--- src/rtl/regfile_wb_arbiter_if.sv ---
// Writeback bus between the two result producers, the issue stage and the
// register file write port. The master side is the pipeline, the slave side is the arbiter.
interface regfile_wb_arbiter_if #(
  parameter int DATA_W = 32,
  parameter int ADDR_W = 5,
  parameter int NREG   = 32
);
  logic              a_valid;
  logic [ADDR_W-1:0] a_addr;
  logic [DATA_W-1:0] a_data;
  logic              a_ready;

  logic              b_valid;
  logic [ADDR_W-1:0] b_addr;
  logic [DATA_W-1:0] b_data;
  logic              b_ready;

  logic              iss_valid;
  logic [ADDR_W-1:0] iss_addr;

  logic              WriteEn;
  logic [ADDR_W-1:0] WriteAddr;
  logic [DATA_W-1:0] WriteData;
  logic [NREG-1:0]   busy;
  logic              wb_idle;

  modport master (
    output a_valid, a_addr, a_data,
    input  a_ready,
    output b_valid, b_addr, b_data,
    input  b_ready,
    output iss_valid, iss_addr,
    input  WriteEn, WriteAddr, WriteData, busy, wb_idle
  );

  modport slave (
    input  a_valid, a_addr, a_data,
    output a_ready,
    input  b_valid, b_addr, b_data,
    output b_ready,
    input  iss_valid, iss_addr,
    output WriteEn, WriteAddr, WriteData, busy, wb_idle
  );
endinterface

--- src/rtl/regfile_wb_arbiter.sv ---
// Round-robin arbiter sharing the register file write port between the ALU (A)
// and load unit (B), with a registered write command and a per-register busy scoreboard.
module regfile_wb_arbiter #(
  parameter int DATA_W = 32,
  parameter int ADDR_W = 5,
  parameter int NREG   = 32
) (
  input  logic                 clk,
  input  logic                 rst,
  regfile_wb_arbiter_if.slave  bus
);

  typedef enum logic {
    FAV_A = 1'b0,
    FAV_B = 1'b1
  } rr_e;

  rr_e               rr_q, rr_d;
  logic              grant_a, grant_b;
  logic              we_q, we_d;
  logic [ADDR_W-1:0] waddr_q, waddr_d;
  logic [DATA_W-1:0] wdata_q, wdata_d;
  logic [NREG-1:0]   busy_q, busy_d;

  // Grant and next write command; readiness never looks at the output stage.
  always_comb begin
    grant_a = 1'b0;
    grant_b = 1'b0;
    rr_d    = rr_q;
    we_d    = 1'b0;
    waddr_d = waddr_q;
    wdata_d = wdata_q;

    if (!rst) begin
      if (bus.a_valid && (!bus.b_valid || rr_q == FAV_A)) begin
        grant_a = 1'b1;
      end else if (bus.b_valid) begin
        grant_b = 1'b1;
      end
    end

    if (grant_a) begin
      rr_d    = FAV_B;
      we_d    = |bus.a_addr;
      waddr_d = bus.a_addr;
      wdata_d = bus.a_data;
    end else if (grant_b) begin
      rr_d    = FAV_A;
      we_d    = |bus.b_addr;
      waddr_d = bus.b_addr;
      wdata_d = bus.b_data;
    end
  end

  always_ff @(posedge clk) begin
    if (rst) begin
      rr_q    <= FAV_A;
      we_q    <= 1'b0;
      waddr_q <= '0;
      wdata_q <= '0;
      busy_q  <= '0;
    end else begin
      rr_q    <= rr_d;
      we_q    <= we_d;
      waddr_q <= waddr_d;
      wdata_q <= wdata_d;
      busy_q  <= busy_d;
    end
  end

  // Clear lands with the register file commit; a same-edge reissue keeps the bit set.
  genvar gi;
  generate
    for (gi = 0; gi < NREG; gi++) begin : g_busy
      if (gi == 0) begin : g_x0
        assign busy_d[gi] = 1'b0;
      end else begin : g_reg
        logic set_w;
        logic clr_w;
        assign set_w      = bus.iss_valid && (bus.iss_addr == ADDR_W'(gi));
        assign clr_w      = we_q && (waddr_q == ADDR_W'(gi));
        assign busy_d[gi] = set_w | (busy_q[gi] & ~clr_w);
      end
    end
  endgenerate

  assign bus.a_ready   = grant_a;
  assign bus.b_ready   = grant_b;
  assign bus.WriteEn   = we_q;
  assign bus.WriteAddr = waddr_q;
  assign bus.WriteData = wdata_q;
  assign bus.busy      = busy_q;
  assign bus.wb_idle   = !bus.a_valid && !bus.b_valid && !we_q;

endmodule
--- src/flat_wrapper.sv ---
// flat-port wrapper written by rule: the top's interface ports become plain ports
module regfile_wb_arbiter_flat 
#(
  parameter int DATA_W = 32,
  parameter int ADDR_W = 5,
  parameter int NREG   = 32
)
  (clk, rst, bus_a_valid, bus_a_addr, bus_a_data, bus_a_ready, bus_b_valid, bus_b_addr, bus_b_data, bus_b_ready, bus_iss_valid, bus_iss_addr, bus_WriteEn, bus_WriteAddr, bus_WriteData, bus_busy, bus_wb_idle);
  regfile_wb_arbiter_if #(.DATA_W(DATA_W), .ADDR_W(ADDR_W), .NREG(NREG)) bus_i ();
  input  logic clk;
  input  logic rst;
  input wire logic [$bits(bus_i.a_valid)-1:0] bus_a_valid;
  input wire logic [$bits(bus_i.a_addr)-1:0] bus_a_addr;
  input wire logic [$bits(bus_i.a_data)-1:0] bus_a_data;
  output wire logic [$bits(bus_i.a_ready)-1:0] bus_a_ready;
  input wire logic [$bits(bus_i.b_valid)-1:0] bus_b_valid;
  input wire logic [$bits(bus_i.b_addr)-1:0] bus_b_addr;
  input wire logic [$bits(bus_i.b_data)-1:0] bus_b_data;
  output wire logic [$bits(bus_i.b_ready)-1:0] bus_b_ready;
  input wire logic [$bits(bus_i.iss_valid)-1:0] bus_iss_valid;
  input wire logic [$bits(bus_i.iss_addr)-1:0] bus_iss_addr;
  output wire logic [$bits(bus_i.WriteEn)-1:0] bus_WriteEn;
  output wire logic [$bits(bus_i.WriteAddr)-1:0] bus_WriteAddr;
  output wire logic [$bits(bus_i.WriteData)-1:0] bus_WriteData;
  output wire logic [$bits(bus_i.busy)-1:0] bus_busy;
  output wire logic [$bits(bus_i.wb_idle)-1:0] bus_wb_idle;
  assign bus_i.a_valid = bus_a_valid;
  assign bus_i.a_addr = bus_a_addr;
  assign bus_i.a_data = bus_a_data;
  assign bus_a_ready = bus_i.a_ready;
  assign bus_i.b_valid = bus_b_valid;
  assign bus_i.b_addr = bus_b_addr;
  assign bus_i.b_data = bus_b_data;
  assign bus_b_ready = bus_i.b_ready;
  assign bus_i.iss_valid = bus_iss_valid;
  assign bus_i.iss_addr = bus_iss_addr;
  assign bus_WriteEn = bus_i.WriteEn;
  assign bus_WriteAddr = bus_i.WriteAddr;
  assign bus_WriteData = bus_i.WriteData;
  assign bus_busy = bus_i.busy;
  assign bus_wb_idle = bus_i.wb_idle;
  regfile_wb_arbiter #(.DATA_W(DATA_W), .ADDR_W(ADDR_W), .NREG(NREG)) u_core (.clk(clk), .rst(rst), .bus(bus_i));
endmodule
--- config.mk ---
export PLATFORM = sky130hd
export DESIGN_NAME = regfile_wb_arbiter_flat
export DESIGN_NICKNAME = d
export VERILOG_FILES = /design/src/rtl/regfile_wb_arbiter_if.sv /design/src/rtl/regfile_wb_arbiter.sv /design/src/flat_wrapper.sv
export SDC_FILE = /design/constraint.sdc
export NUM_CORES = 1
export LEC_CHECK = 0
export CAP_MARGIN = 40
export CORE_ASPECT_RATIO = 1.25
export CORE_MARGIN = 8
export CORE_UTILIZATION = 36
export DETAILED_ROUTE_END_ITERATION = 7
export GPL_TIMING_DRIVEN = 1
export PLACE_DENSITY = 0.77
export SKIP_LAST_GASP = 1
export SLEW_MARGIN = 20
export SYNTH_ARGS = -nofsm -noshare
export SYNTH_HDL_FRONTEND = slang
export SYNTH_SLANG_ARGS = --single-unit
--- constraint.sdc ---
create_clock -name clk -period 1.35 [get_ports clk]
set_input_delay 0.27 -clock clk [delete_from_list [all_inputs] [get_ports clk]]
set_output_delay 0.27 -clock clk [all_outputs]
set_load 0.1 [all_outputs]
==> results.toml, run 1 <==
[synthesis]
synth_area_per_cell_um2 = 8.46
ys_seq_area_frac = 0.462
ys_top_cells_by_count = "79 x nor2_1, 70 x dfxtp_1, 37 x nor3_1, 33 x nor4_1, 28 x o21ai_0"
syn_area_um2 = 3040
yosys_warnings = 0
synthTopCellsByArea = "dfxtp_1 46%, nor2_1 9.8%, nor4_1 6.8%, o211ai_1 6.2%, nor3_1 6.1%"
postSynth.topFlopCell = "dfxtp_1"
synth_top_area_cell = "dfxtp_1"
synthArstFlopShare = 0
synth_fp_nets = 443
ys_ff_latch = 70
synth_edf_count = 0
yosysMostFrequentCell = "nor2_1"
syn_inst = 359
ys_types = 34
yosysTopAreaCellShare = 0.462

[power_and_ir_drop]
power_density_nw_per_um2 = 1080
total_power_mw = 6.31
p_seq_frac = 0.368
leakage_nw = 2.22
intPower_mw = 4.06
ir_worst_vdd_mv = 0.644
switching_power_mw = 2.25
power_frac_clock = 0.299
swShare = 0.357
combPwrFrac = 0.333

[timing]
setup_violations = 2
fin_hold_ws_ns = 0.222
drv_slew = 0
final_hold_viol_count = 0
skew_ns = 0.0106
fin_ws_ns = -0.159
finalCritPeriodShare = 1.12
fmax_ghz = 0.663
period_needed_ns = 1.51
tns_ns = -0.300
rsz0062_at_grt = "yes"

[min_path]
hp-class = "input pin to flip-flop"

[critical_path]
max_stage_delay_ns = 0.33
cp.required_ns = 1.08
critPathCaptureType = "output port"
crit_path_top_delay_cell = "dfxtp_2"
crit_type = "flip-flop to output port"
worstPathMaxFanout = 3
r2r_slack_ns = 0
crit_chain = "a21bo_4 > and3_4 > buf_12"
crit_path_start_kind = "flip-flop"
critical-path-top-delay-family = "flip-flops"
arrival_ns = 1.24
path_buf_inv = 1

[drt]
routed_wl_um = 11500
vias = 3458
drt_pass1_iterations = 4
final_antenna_net_count = 0
drc = 0
wl_per_cell_um = 18.2
first_iter_violations = 229
viasPerCell = 5.50

[run_status]
outcome = "finished, violations left"
violations = "setup timing"

[clock_network]
htreeDepth = 3
cts_sinks = 70
cts_max_path_buffers = 2
cts_tree = "yes"
clk_pin_slew_worst_paths_ns = 0.07
cts_made_buffers = 9
cts_root_buffer = "clkbuf_8"
cts_hold_buf = 0
clock_latency_ns = 0.35

[die]
start_util = 0.370
die_y_um = 119
die_x_um = 98.1
io_pins = 157
die-area_um2 = 11600
row_count = 37
core_area_um2 = 8190

[global_routing]
antenna_found_initial = 0
grt_pass1_vias = 3562
grt_pass1_wl_um = 18500
grt_max_degree = 41
track_usage = 0.194
overflow = 0

[placed_design]
dp_cells = 605
place_congestion = 0.871
preCtsSetupSlack_ns = -0.434
io_buffer_count = 155
dpl_cell_area_um2 = 5490
hpwl_um = 8710

[final_layout]
final_cell_area_um2 = 5840
drive_gt1_frac = 0.273
syn_to_final_growth_pct = 92.3
nFillCells = 588
final_net_count = 611
finalNonFillerCells = 629
antenna_cells = 0
post-route-util = 0.712

[run]
drv_cap = 0
## final cells by class
class                      count  area [um^2]  share of cell area
sequential                    70         1430               0.244
clock inverter                 5         62.6              0.0107
clock buffer                  11          163              0.0279
timing repair buffer         187         2570               0.440
multi-input combinational    258         1490               0.256
inverter                       1         3.75            0.000643
tap                           97          121              0.0208
## worst min-delay path: cells and delay by family
family                 cells  cell delay (ns)
AOI/OAI and AO/OA          1             0.07
buffers and inverters      2             0.18
## cells by family after synthesis
kind of cell	Yosys count	share of synthesized area
other cells	1	0.00124
flops	70	0.462
compound gates	68	0.146
simple gates	189	0.327
buf+inv	31	0.0643
## path summary, 6_finish.rpt
kind | startpoint | endpoint | cells after the start
setup reg to reg | u_core.bus.WriteAddr[2] | u_core.bus.busy[3] | 3
setup / recovery | u_core.rr_q | bus_b_ready | 3
hold / removal | bus_b_valid | u_core.rr_q | 3
hold reg to reg | u_core.bus.busy[16] | u_core.bus.busy[16] | 2
## cell usage in the layout (no fill, tap or decap), drive strengths merged
cell type	netlist	layout
and3	1	1
clkinv	0	2
a21boi	1	1
nor2	80	80
or2	1	1
nor2b	1	1
a21oi	1	1
nand4bb	3	3
inv	1	3
bufinv	0	1
o311ai	7	7
or2b	1	1
nor3	37	37
buf	20	107
nor4	37	37
o21ai	32	32
clkbuf	10	11
clkdlybuf4s50	0	80
nand3	4	4
nand3b	6	6
or4	2	2
or4b	1	1
conb	1	1
nand2	5	5
dfxtp	70	70
a211oi	1	1
o211ai	25	25
nand2b	3	3
a21bo	1	1
nand4b	5	5
nand4	2	2
## metal layers
| layer | track usage | up-vias | wire (um) |
|---|---|---|---|
| met3 | 0.0793 | 24 | 1080 |
| met5 | 0 | - | 0 |
| li1 | - | 1656 | - |
| met4 | 0.0751 | 0 | 234 |
| met1 | 0.206 | 1608 | 4370 |
| met2 | 0.336 | 170 | 5780 |
## sequential cells by signal (all words and copies together) (netlist names)
| name | count |
|---|---|
| u_core.bus.WriteAddr | 5 |
| u_core.bus.WriteEn | 1 |
| u_core.bus.WriteData | 32 |
| u_core.bus.busy | 31 |
| u_core.rr_q | 1 |
## repair_timing
item                                    4_1_cts  5_1_grt
pin swaps                                     3        9
endpoints found under the hold margin         0        0
setup buffers                                 2        6
endpoints found under the setup margin       19       14
resized for setup                             6       19
## power groups by stage
stage                     sequential, mW  combinational, mW  clock (mW)
after global placement              2.36               2.04           0
after detailed placement            2.37               2.06           0
after CTS                           2.32               2.08        1.92
after global routing                2.34               2.19        2.01
after floorplan                     3.06              0.452           0
final                               2.32               2.10        1.89
No activity file was read; power rests on OpenSTA's default activity.
==> run 2: changes to the inputs <==
MAX_ROUTING_LAYER = met4   (was unset)
==> run 2 against run 1 <==
Against the previous run: the run still ends with setup timing left; first-iteration DRC count rose by 7.4%; flip-flop and latch count did not move; design area fell by 0.73%; sequential power barely moved; combinational power barely moved; global-route usage rose by 0.52 points; die area did not move; largest power group unchanged; highest routed layer unchanged.
==> results.toml, run 2 (synthesized netlist as in run 1, its figures left out) <==
[min_path]
hold_start = "rst"
hp-class = "input pin to flip-flop"
holdPathEnd = "u_core.bus.WriteEn"
hold_depth = 3

[drt]
final_antenna_net_count = 0
viasPerCell = 5.61
vias = 3508
routed_wl_um = 11500
drc = 0
first_iter_violations = 246
wl_per_cell_um = 18.5
drt_pass1_iterations = 7

[placed_design]
io_buffer_count = 155
dp_cells = 604
hpwl_um = 8880
place_congestion = 0.882

[final_layout]
final_net_count = 607
ff_latch_area_um2 = 1430
final_common_cell = "clkdlybuf4s50_1"
multiInputGateArea_um2 = 1500
antenna_cells = 0
drive_gt1_frac = 0.263
nFillCells = 592
largest_register_ffs = 32
final_cell_mix = "80 x clkdlybuf4s50_1, 77 x nor2_1, 75 x buf_12, 63 x dfxtp_1, 37 x nor3_1"
finalNonFillerCells = 625
syn_to_final_growth_pct = 90.9

[global_routing]
grt_max_degree = 41
met1_usage = 0.218
grt-busiest-layer = "met2"
grt_pass1_vias = 3660
antenna_found_initial = 0
track_usage = 0.199
overflow = 0
use_met3 = 0.0517
grt_pass1_wl_um = 18300
use_met2 = 0.331

[critical_path]
timing.rr.end = "u_core.bus.WriteData[22]"
r2r_slack_ns = 0
crit_path_start_kind = "flip-flop"
reg2regPathDepth = 6
cp.required_ns = 1.08
worstPathMaxFanout = 4
arrival_ns = 1.24
critPathCaptureType = "output port"
r2r-start = "u_core.rr_q"
crit_type = "flip-flop to output port"

[clock_network]
cts_tree = "yes"
cts_root_buffer = "clkbuf_8"
cts_made_buffers = 9
cts_max_path_buffers = 2
clock_latency_ns = 0.35
htreeDepth = 3
cts_hold_buf = 0
cts_sinks = 70
clk_pin_slew_worst_paths_ns = 0.07

[power_and_ir_drop]
combPwrFrac = 0.345
power_density_nw_per_um2 = 1060
swShare = 0.366
ir_worst_vdd_mv = 0.659
switching_power_mw = 2.25
leakage_nw = 2.18
p_seq_frac = 0.376
power_frac_clock = 0.279
intPower_mw = 3.90

[die]
start_util = 0.370
die-area_um2 = 11600
die_y_um = 119
die_x_um = 98.1
io_pins = 157
core_area_um2 = 8190
row_count = 37

[run_status]
violations = "setup timing"
outcome = "finished, violations left"

[timing]
final_hold_viol_count = 0
fmax_ghz = 0.664
rsz0062_at_grt = "yes"
fin_ws_ns = -0.157
skew_ns = 0.00745
finalCritPeriodShare = 1.12
setup_violations = 3
tns_ns = -0.441
period_needed_ns = 1.51
drv_slew = 0

[run]
drv_cap = 0
run 2: power by group through the flow:
stage / Sequential [mW] / Combinational [mW] / Clock, mW
after floorplan: 3.06 / 0.452 / 0
after global placement: 2.36 / 2.04 / 0
after detailed placement: 2.36 / 2.06 / 0
after CTS: 2.31 / 2.08 / 1.76
after global routing: 2.33 / 2.20 / 1.84
final: 2.31 / 2.12 / 1.72
run 2: critical path, stage by stage, from the launching register on:
cell     delay, ns
dfxtp_2       0.33
a21bo_4       0.23
and3_4        0.18
buf_12        0.16
run 2: metrics by stage:
stage | util | power (mW) | setup WS, ns | instance area [um^2] | hold slack (ns)
5_1_grt | 0.707 | 6.37 | -0.193 | 5800 | 0.386
4_1_cts | 0.697 | 6.16 | -0.187 | 5710 | 0.358
2_1_floorplan | - | 3.52 | -0.207 | 3110 | 0.369
3_3_place_gp | 0.669 | 4.40 | -0.365 | 5480 | 0.512
3_5_place_dp | 0.669 | 4.43 | -0.441 | 5480 | 0.518
6_report | 0.707 | 6.15 | -0.157 | 5800 | 0.381
run 2: worst max path at each step:
stage / startpoint / endpoint / slack [ns] / cells after the start
6_report: u_core.rr_q / bus_b_ready / -0.16 / 3
5_1_grt: bus_b_valid / bus_wb_idle / -0.19 / 5
4_1_cts: u_core.rr_q / bus_b_ready / -0.19 / 3
3_5_place_dp: bus_b_valid / u_core.bus.WriteData[18] / -0.44 / 6
3_3_place_gp: bus_a_valid / u_core.bus.WriteAddr[2] / -0.37 / 6
2_1_floorplan: u_core.bus.WriteEn / u_core.bus.busy[1] / -0.21 / 4
run 2: area by class of cell:
type                       count  share of cell area
sequential                    70               0.246
multi-input combinational    258               0.259
clock buffer                  10              0.0220
clock inverter                 6              0.0119
inverter                       1            0.000648
tap                           97              0.0209
timing repair buffer         183               0.440
run 2: per-layer routing:
layer  routed length, um  share of wire
met5                   0              0
met4                 318          0.028
met2                5800           0.50
met1                4500           0.39
met3                 916          0.079
run 2: repair_timing:
action	4_1_cts	5_1_grt
cloned	0	1
pin swaps	4	7
resized for setup	8	10
hold endpoints to repair	0	0
setup endpoints to repair	9	17
buffers inserted	2	2
